===== config.mk =====
export PLATFORM = sky130hd
export DESIGN_NAME = forward_scoreboard
export DESIGN_NICKNAME = d
export VERILOG_FILES = /design/src/rtl/forward_scoreboard.sv
export SDC_FILE = /design/constraint.sdc
export NUM_CORES = 1
export LEC_CHECK = 0
export CAP_MARGIN = 10
export CORE_MARGIN = 3
export CORE_UTILIZATION = 30
export DETAILED_ROUTE_END_ITERATION = 8
export SYNTH_ARGS = -nofsm -noshare
export SYNTH_HDL_FRONTEND = slang
export SYNTH_SLANG_ARGS = --single-unit
export TNS_END_PERCENT = 20

===== constraint.sdc =====
create_clock -name clk -period 2.47 [get_ports clk]
set_clock_uncertainty 0.05 [all_clocks]
set_input_delay 0.494 -clock clk [delete_from_list [all_inputs] [get_ports clk]]
set_output_delay 0.494 -clock clk [all_outputs]
set_load 0.02 [all_outputs]

===== src/rtl/forward_scoreboard.sv =====
// Purpose: pipeline scoreboard tracking pending writes in EX..WB, choosing operand forwarding sources and raising the hazard Stall.
// Latency: selects and Stall are combinational from current state and decode inputs; stage state advances on each rising clk edge.
// Backpressure: Stall holds PC/decode on load-use hazards or while a mul/div occupies EX; flush drops only the decode instruction.
//
// Ports:
//   clk, rst_n                  clock and synchronous active-low reset
//   RN1, RN2, RD_ID             decode source operands and destination register
//   WriteReg_ID, WriteR0_ID     decode writes RD_ID / also writes R0 as a side result
//   IsLoad_ID, IsMulDiv_ID      decode instruction class
//   issue_ID, flush             decode holds a valid instruction / kill it this cycle
//   Reg_Forwarding1/2           operand source: 0 = register file, k = stage k
//   Stall                       hold PC and decode this cycle
module forward_scoreboard #(
    parameter int REGISTER_NUMBER_BIT_WIDTH = 4,
    parameter int NUM_FWD_STAGES            = 3,
    parameter int MULDIV_LATENCY            = 4,
    localparam int FWD_SEL_W                = $clog2(NUM_FWD_STAGES + 1)
) (
    input  logic                                 clk,
    input  logic                                 rst_n,
    input  logic [REGISTER_NUMBER_BIT_WIDTH-1:0] RN1,
    input  logic [REGISTER_NUMBER_BIT_WIDTH-1:0] RN2,
    input  logic [REGISTER_NUMBER_BIT_WIDTH-1:0] RD_ID,
    input  logic                                 WriteReg_ID,
    input  logic                                 WriteR0_ID,
    input  logic                                 IsLoad_ID,
    input  logic                                 IsMulDiv_ID,
    input  logic                                 issue_ID,
    input  logic                                 flush,
    output logic [FWD_SEL_W-1:0]                 Reg_Forwarding1,
    output logic [FWD_SEL_W-1:0]                 Reg_Forwarding2,
    output logic                                 Stall
);

    localparam int RNW   = REGISTER_NUMBER_BIT_WIDTH;
    localparam int CNT_W = $clog2(MULDIV_LATENCY + 1);

    typedef struct packed {
        logic           valid;
        logic [RNW-1:0] rd;
        logic           wr_reg;
        logic           wr_r0;
        logic           is_load;
    } entry_t;

    // stage_q[1] = EX, stage_q[2] = MEM, ... stage_q[NUM_FWD_STAGES] = last tracked (retires next edge)
    entry_t             stage_q [1:NUM_FWD_STAGES];
    logic [CNT_W-1:0]   cnt_q;

    logic [FWD_SEL_W-1:0] sel1;
    logic [FWD_SEL_W-1:0] sel2;
    logic                 busy;
    logic                 load_use;
    logic                 stall_int;
    logic                 accept;
    entry_t               dec_entry;

    function automatic logic match(input entry_t e, input logic [RNW-1:0] rn);
        return e.valid & ((e.wr_reg & (e.rd == rn)) | (e.wr_r0 & (rn == '0)));
    endfunction

    // Scan from oldest to youngest so the youngest matching stage wins.
    always_comb begin
        sel1 = '0;
        sel2 = '0;
        for (int k = NUM_FWD_STAGES; k >= 1; k--) begin
            if (match(stage_q[k], RN1)) sel1 = FWD_SEL_W'(k);
            if (match(stage_q[k], RN2)) sel2 = FWD_SEL_W'(k);
        end
    end

    // A load in EX has no data yet; only MEM onwards can forward it.
    assign busy      = (cnt_q != '0);
    assign load_use  = stage_q[1].is_load & (match(stage_q[1], RN1) | match(stage_q[1], RN2));
    assign stall_int = busy | load_use;
    assign accept    = issue_ID & ~flush & ~stall_int;

    always_comb begin
        dec_entry         = '0;
        dec_entry.valid   = 1'b1;
        dec_entry.rd      = RD_ID;
        dec_entry.wr_reg  = WriteReg_ID;
        dec_entry.wr_r0   = WriteR0_ID;
        dec_entry.is_load = IsLoad_ID;
    end

    always_comb begin
        Reg_Forwarding1 = '0;
        Reg_Forwarding2 = '0;
        Stall           = 1'b0;
        if (rst_n) begin
            Stall = stall_int;
            if (!stall_int) begin
                Reg_Forwarding1 = sel1;
                Reg_Forwarding2 = sel2;
            end
        end
    end

    always_ff @(posedge clk) begin
        if (!rst_n) begin
            for (int k = 1; k <= NUM_FWD_STAGES; k++) stage_q[k] <= '0;
            cnt_q <= '0;
        end else if (busy) begin
            // Mul/div still occupies EX: hold it, drain the stages behind it.
            stage_q[2] <= '0;
            for (int k = 3; k <= NUM_FWD_STAGES; k++) stage_q[k] <= stage_q[k-1];
            cnt_q <= cnt_q - CNT_W'(1);
        end else begin
            for (int k = 2; k <= NUM_FWD_STAGES; k++) stage_q[k] <= stage_q[k-1];
            if (accept) begin
                stage_q[1] <= dec_entry;
                if (IsMulDiv_ID) cnt_q <= CNT_W'(MULDIV_LATENCY - 1);
            end else begin
                // Covers load-use stall, flush and empty decode alike.
                stage_q[1] <= '0;
            end
        end
    end

endmodule


==> out/qor.log <==
qor: status.run_status complete, but fails checks
qor: status.violations_in_the_final_reports setup timing
qor: setup_path.cell_with_the_largest_stage_delay_on_the_worst_path sky130_fd_sc_hd__nor4_2
qor: cells_and_area.layout.area.seq 721 um2
qor: synth.synth.top_cell.area_share 42.6%
qor: setup_path.crit_path_end_kind output pin
qor: power.power.static_leakage 0.000856 uW
qor: global_route.grt_first_pass_wirelength 5.67 mm
qor: setup_path.reg2regPathDepth 7
qor: clock_network.cts_num_sinks 25
qor: route.route.final.wire_length 3.25 mm
qor: setup_path.startpoint RN1[0]
qor: synth.yosysSeqAreaShare 46.5%
qor: power.design_power_total 1300 uW
qor: synth.synth_top_cells_by_count sky130_fd_sc_hd__edfxtp_1, sky130_fd_sc_hd__xor2_1, sky130_fd_sc_hd__nand2_1, sky130_fd_sc_hd__and3_1, sky130_fd_sc_hd__and2_1
qor: die.top_level_pins 25
qor: global_route.grt-ovfl-total 0
qor: synth.most_used_standard_cell_by_instance_count_after_synthesis sky130_fd_sc_hd__edfxtp_1
qor: cells_and_area.drive_gt1_share 33.5%
qor: sta.setup_ws -0.0271 ns
qor: synth.synthesis.area 1550 um2
qor: cells_and_area.multiInputGateArea 888 um2
qor: setup_path.worstPathArrival 1.95 ns
qor: sta.finalSetupViolations 2
qor: route.avgViaCountPerCell 4.44
qor: sta.min_cycle_time_layout 2.50 ns
qor: setup_path.ordered_cell_list_for_the_critical_path buf_4 -> nor4_2 -> buf_4 -> and3_1 -> a41oi_2 -> buf_4 -> buf_4 -> a211oi_2 -> buf_4
qor: synth.synth_warnings 0
qor: global_route.pin_count_of_the_biggest_net_entering_global_routing 22
qor: route.routed-via-count 1160
qor: setup_path.cp_required 1.93 ns
qor: die.die_y 77.9 um
qor: clock_network.cts_htree_levels 1
qor: synth.post_synthesis_register_bit_count 25
qor: route.drt-initial-drc-count 32
qor: sta.slew_viol_final 0
qor: sta.timing.hold.ws 0.418 ns
qor: setup_path.reg_to_reg_setup_timing_slack 0.48 ns
qor: clock_network.clock_transition_at_the_registers_of_the_reported_paths 0.09 ns
qor: setup_path.crit_path_max_incr_delay 0.26 ns
qor: sta.final_hold_viol_count 0
qor: route.route.antenna.remaining_nets 0
qor: route.post-route-drc-count 0
qor: clock_network.tritoncts_clock_tree yes
qor: setup_path.largest_fanout_on_the_critical_path 4
qor: cells_and_area.finalNetCount 218
qor: sta.grt_setup_unrepaired true
qor: placement.place.port_buffers 24
qor: setup_path.cp-start-kind input pin
qor: setup_path.r2r-start stage_q[0][14]$_SDFFCE_PP0P_
qor: clock_network.clk_root_buffer_cell sky130_fd_sc_hd__clkbuf_8
qor: synth.synth_cells 137
qor: sta.fin_setup_tns -0.0422 ns
qor: setup_path.rr_endpoint cnt_q[2]$_SDFFE_PN0P_
qor: route.firstDrtPassIters 2
qor: die.die_area 6060 um2
qor: die.die_x 77.9 um
qor: global_route.grt_util_all_layers 11.6%
qor: setup_path.critical-path-top-cell-by-count sky130_fd_sc_hd__buf_4
qor: placement.hpwl 2.52 mm
qor: synth.synth_edf_count 22
qor: cells_and_area.diodes 0
qor: power.vdd_ir_drop_max 0.000255 V
qor: placement.dp.cells 251
qor: run.cap_violations 0
qor: hold_path.worst_hold_startpoint cnt_q[1]$_SDFFE_PN0P_
qor: clock_network.clk-insertion-delay-late 0.27 ns
qor: die.coreArea 4850 um2
qor: die.initial_utilization 31.9%
qor: synth.netlist_top_cells_area sky130_fd_sc_hd__edfxtp_1, sky130_fd_sc_hd__xor2_1, sky130_fd_sc_hd__nor3_2, sky130_fd_sc_hd__dfxtp_1, sky130_fd_sc_hd__and3_1
qor: cells_and_area.finish.cell_count_without_fillers 261
qor: synth.synth.distinct_cells 33
qor: clock_network.ctsLongestPathBuffers 2
qor: sta.max_freq 0.400 GHz
qor: sta.layout_worst_path_cycle_share 101%
qor: clock_network.numCtsBuffers 3
qor: setup_path.timing_worst_setup_path_type in2out
qor: synth.ys.flop_type sky130_fd_sc_hd__edfxtp_1
qor: power.powerDensity 610 nW/um2
qor: cells_and_area.flow.area_growth_from_synthesis 37.6%
qor: placement.gp_congestion 0.803
qor: hold_path.holdCritPathClass reg2reg
qor: route.avgRoutedWirePerCell 12.4 um
qor: synth.synth.avg_cell_area 11.3 um2
qor: setup_path.worstSetupEndpoint Reg_Forwarding1[0]
qor: die.placement_rows 25
qor: synth.ys_async_rst_share 0%
qor: global_route.grt_antenna_before_repair 0
qor: cells_and_area.filler_cell_count 466
qor: synth.netlist.top_cell.by_area sky130_fd_sc_hd__edfxtp_1
qor: global_route.first_global_vias 1251
## how the worst min path moves through the flow
stage / endpoint / cells past startpoint
after floorplan: cnt_q[1]$_SDFFE_PN0P_ / 2
after global placement: cnt_q[1]$_SDFFE_PN0P_ / 2
after detailed placement: cnt_q[1]$_SDFFE_PN0P_ / 2
after CTS: cnt_q[1]$_SDFFE_PN0P_ / 2
after global routing: cnt_q[1]$_SDFFE_PN0P_ / 2
final: cnt_q[1]$_SDFFE_PN0P_ / 2
## cells by family after synthesis
family          Yosys count  synth area share [%]
compound gates           18                  10.9
xor+xnor                 24                  13.6
fa+ha+maj                 3                  2.42
buf+inv                  12                  3.39
flops                    25                  46.5
mux                       2                  1.29
other cells               1                 0.242
simple gates             52                  21.6
## state kept, by name (all words and copies together), names as in the netlist
name / flops
cnt_q: 3
stage_q: 22
## cell type report
class / instances / share of cell area [%]
well taps: 67 / 3.93
inverters: 6 / 1.06
flip-flops and latches: 25 / 33.8
repair buffers: 46 / 17.3
clock buffers: 3 / 1.94
multi-input cells: 113 / 41.7
clock inverters: 1 / 0.352
## stage by stage
stage	setup WS, ns	utilization (%)	cell area [um2]
6_report	-0.0271	44.0	2130
5_1_grt	-0.128	44.0	2130
4_1_cts	-0.0356	43.7	2120
3_5_place_dp	-0.935	41.5	2010
3_3_place_gp	-0.921	41.5	2010
2_1_floorplan	0.0740	-	1600
## report_power, final
| group | leakage, uW | switching, uW | total, uW | internal (uW) |
|---|---|---|---|---|
| Sequential | 0.000258 | 62.0 | 616 | 554 |
| Combinational | 0.000576 | 230 | 431 | 201 |
| Clock | 0.0000217 | 138 | 252 | 114 |
| Total | 0.000856 | 430 | 1300 | 870 |
## layout by cell type, fill, tap and decap left out, types with 2 or more instances in the layout
cell type	n
sky130_fd_sc_hd__nor4_2	2
sky130_fd_sc_hd__o21ai_0	2
sky130_fd_sc_hd__clkdlybuf4s50_1	11
sky130_fd_sc_hd__xor2_1	17
sky130_fd_sc_hd__a32oi_1	2
sky130_fd_sc_hd__o211ai_1	2
sky130_fd_sc_hd__clkbuf_8	3
sky130_fd_sc_hd__nor2b_2	2
sky130_fd_sc_hd__nor3_2	10
sky130_fd_sc_hd__xnor2_1	6
sky130_fd_sc_hd__and2_1	8
sky130_fd_sc_hd__edfxtp_1	22
sky130_fd_sc_hd__inv_1	6
sky130_fd_sc_hd__mux2i_1	2
sky130_fd_sc_hd__and3_1	9
sky130_fd_sc_hd__nor4b_2	2
sky130_fd_sc_hd__buf_4	28
sky130_fd_sc_hd__ha_1	3
sky130_fd_sc_hd__dfxtp_1	3
sky130_fd_sc_hd__nand2_1	13
sky130_fd_sc_hd__a211oi_2	2
sky130_fd_sc_hd__conb_1	14
sky130_fd_sc_hd__buf_2	5
sky130_fd_sc_hd__nor3_1	3
## metal layers
metal / up-vias / GRT usage, % / part of all wire, %
li1: 593 / - / -
met1: 539 / 13.9 / 45
met2: 24 / 20.5 / 50
met3: 4 / 2.55 / 3.5
met4: 0 / 3.56 / 1.5
met5: - / 0 / 0
## critical path, delay by kind of cell
kind,cells,cell delay (ns)
AND/OR/NAND/NOR,2,0.43
buffers and inverters,5,0.79
AO/OA/AOI/OAI,2,0.24
## repair_timing
item | CTS | global route
hold endpoints to repair | 0 | 0
pin swaps | 13 | 7
hold buffers | 0 | 0
setup buffers | 5 | 1
setup endpoints to repair | 5 | 5
gates resized for setup | 72 | 2
Power figures use the tool's default switching activity.
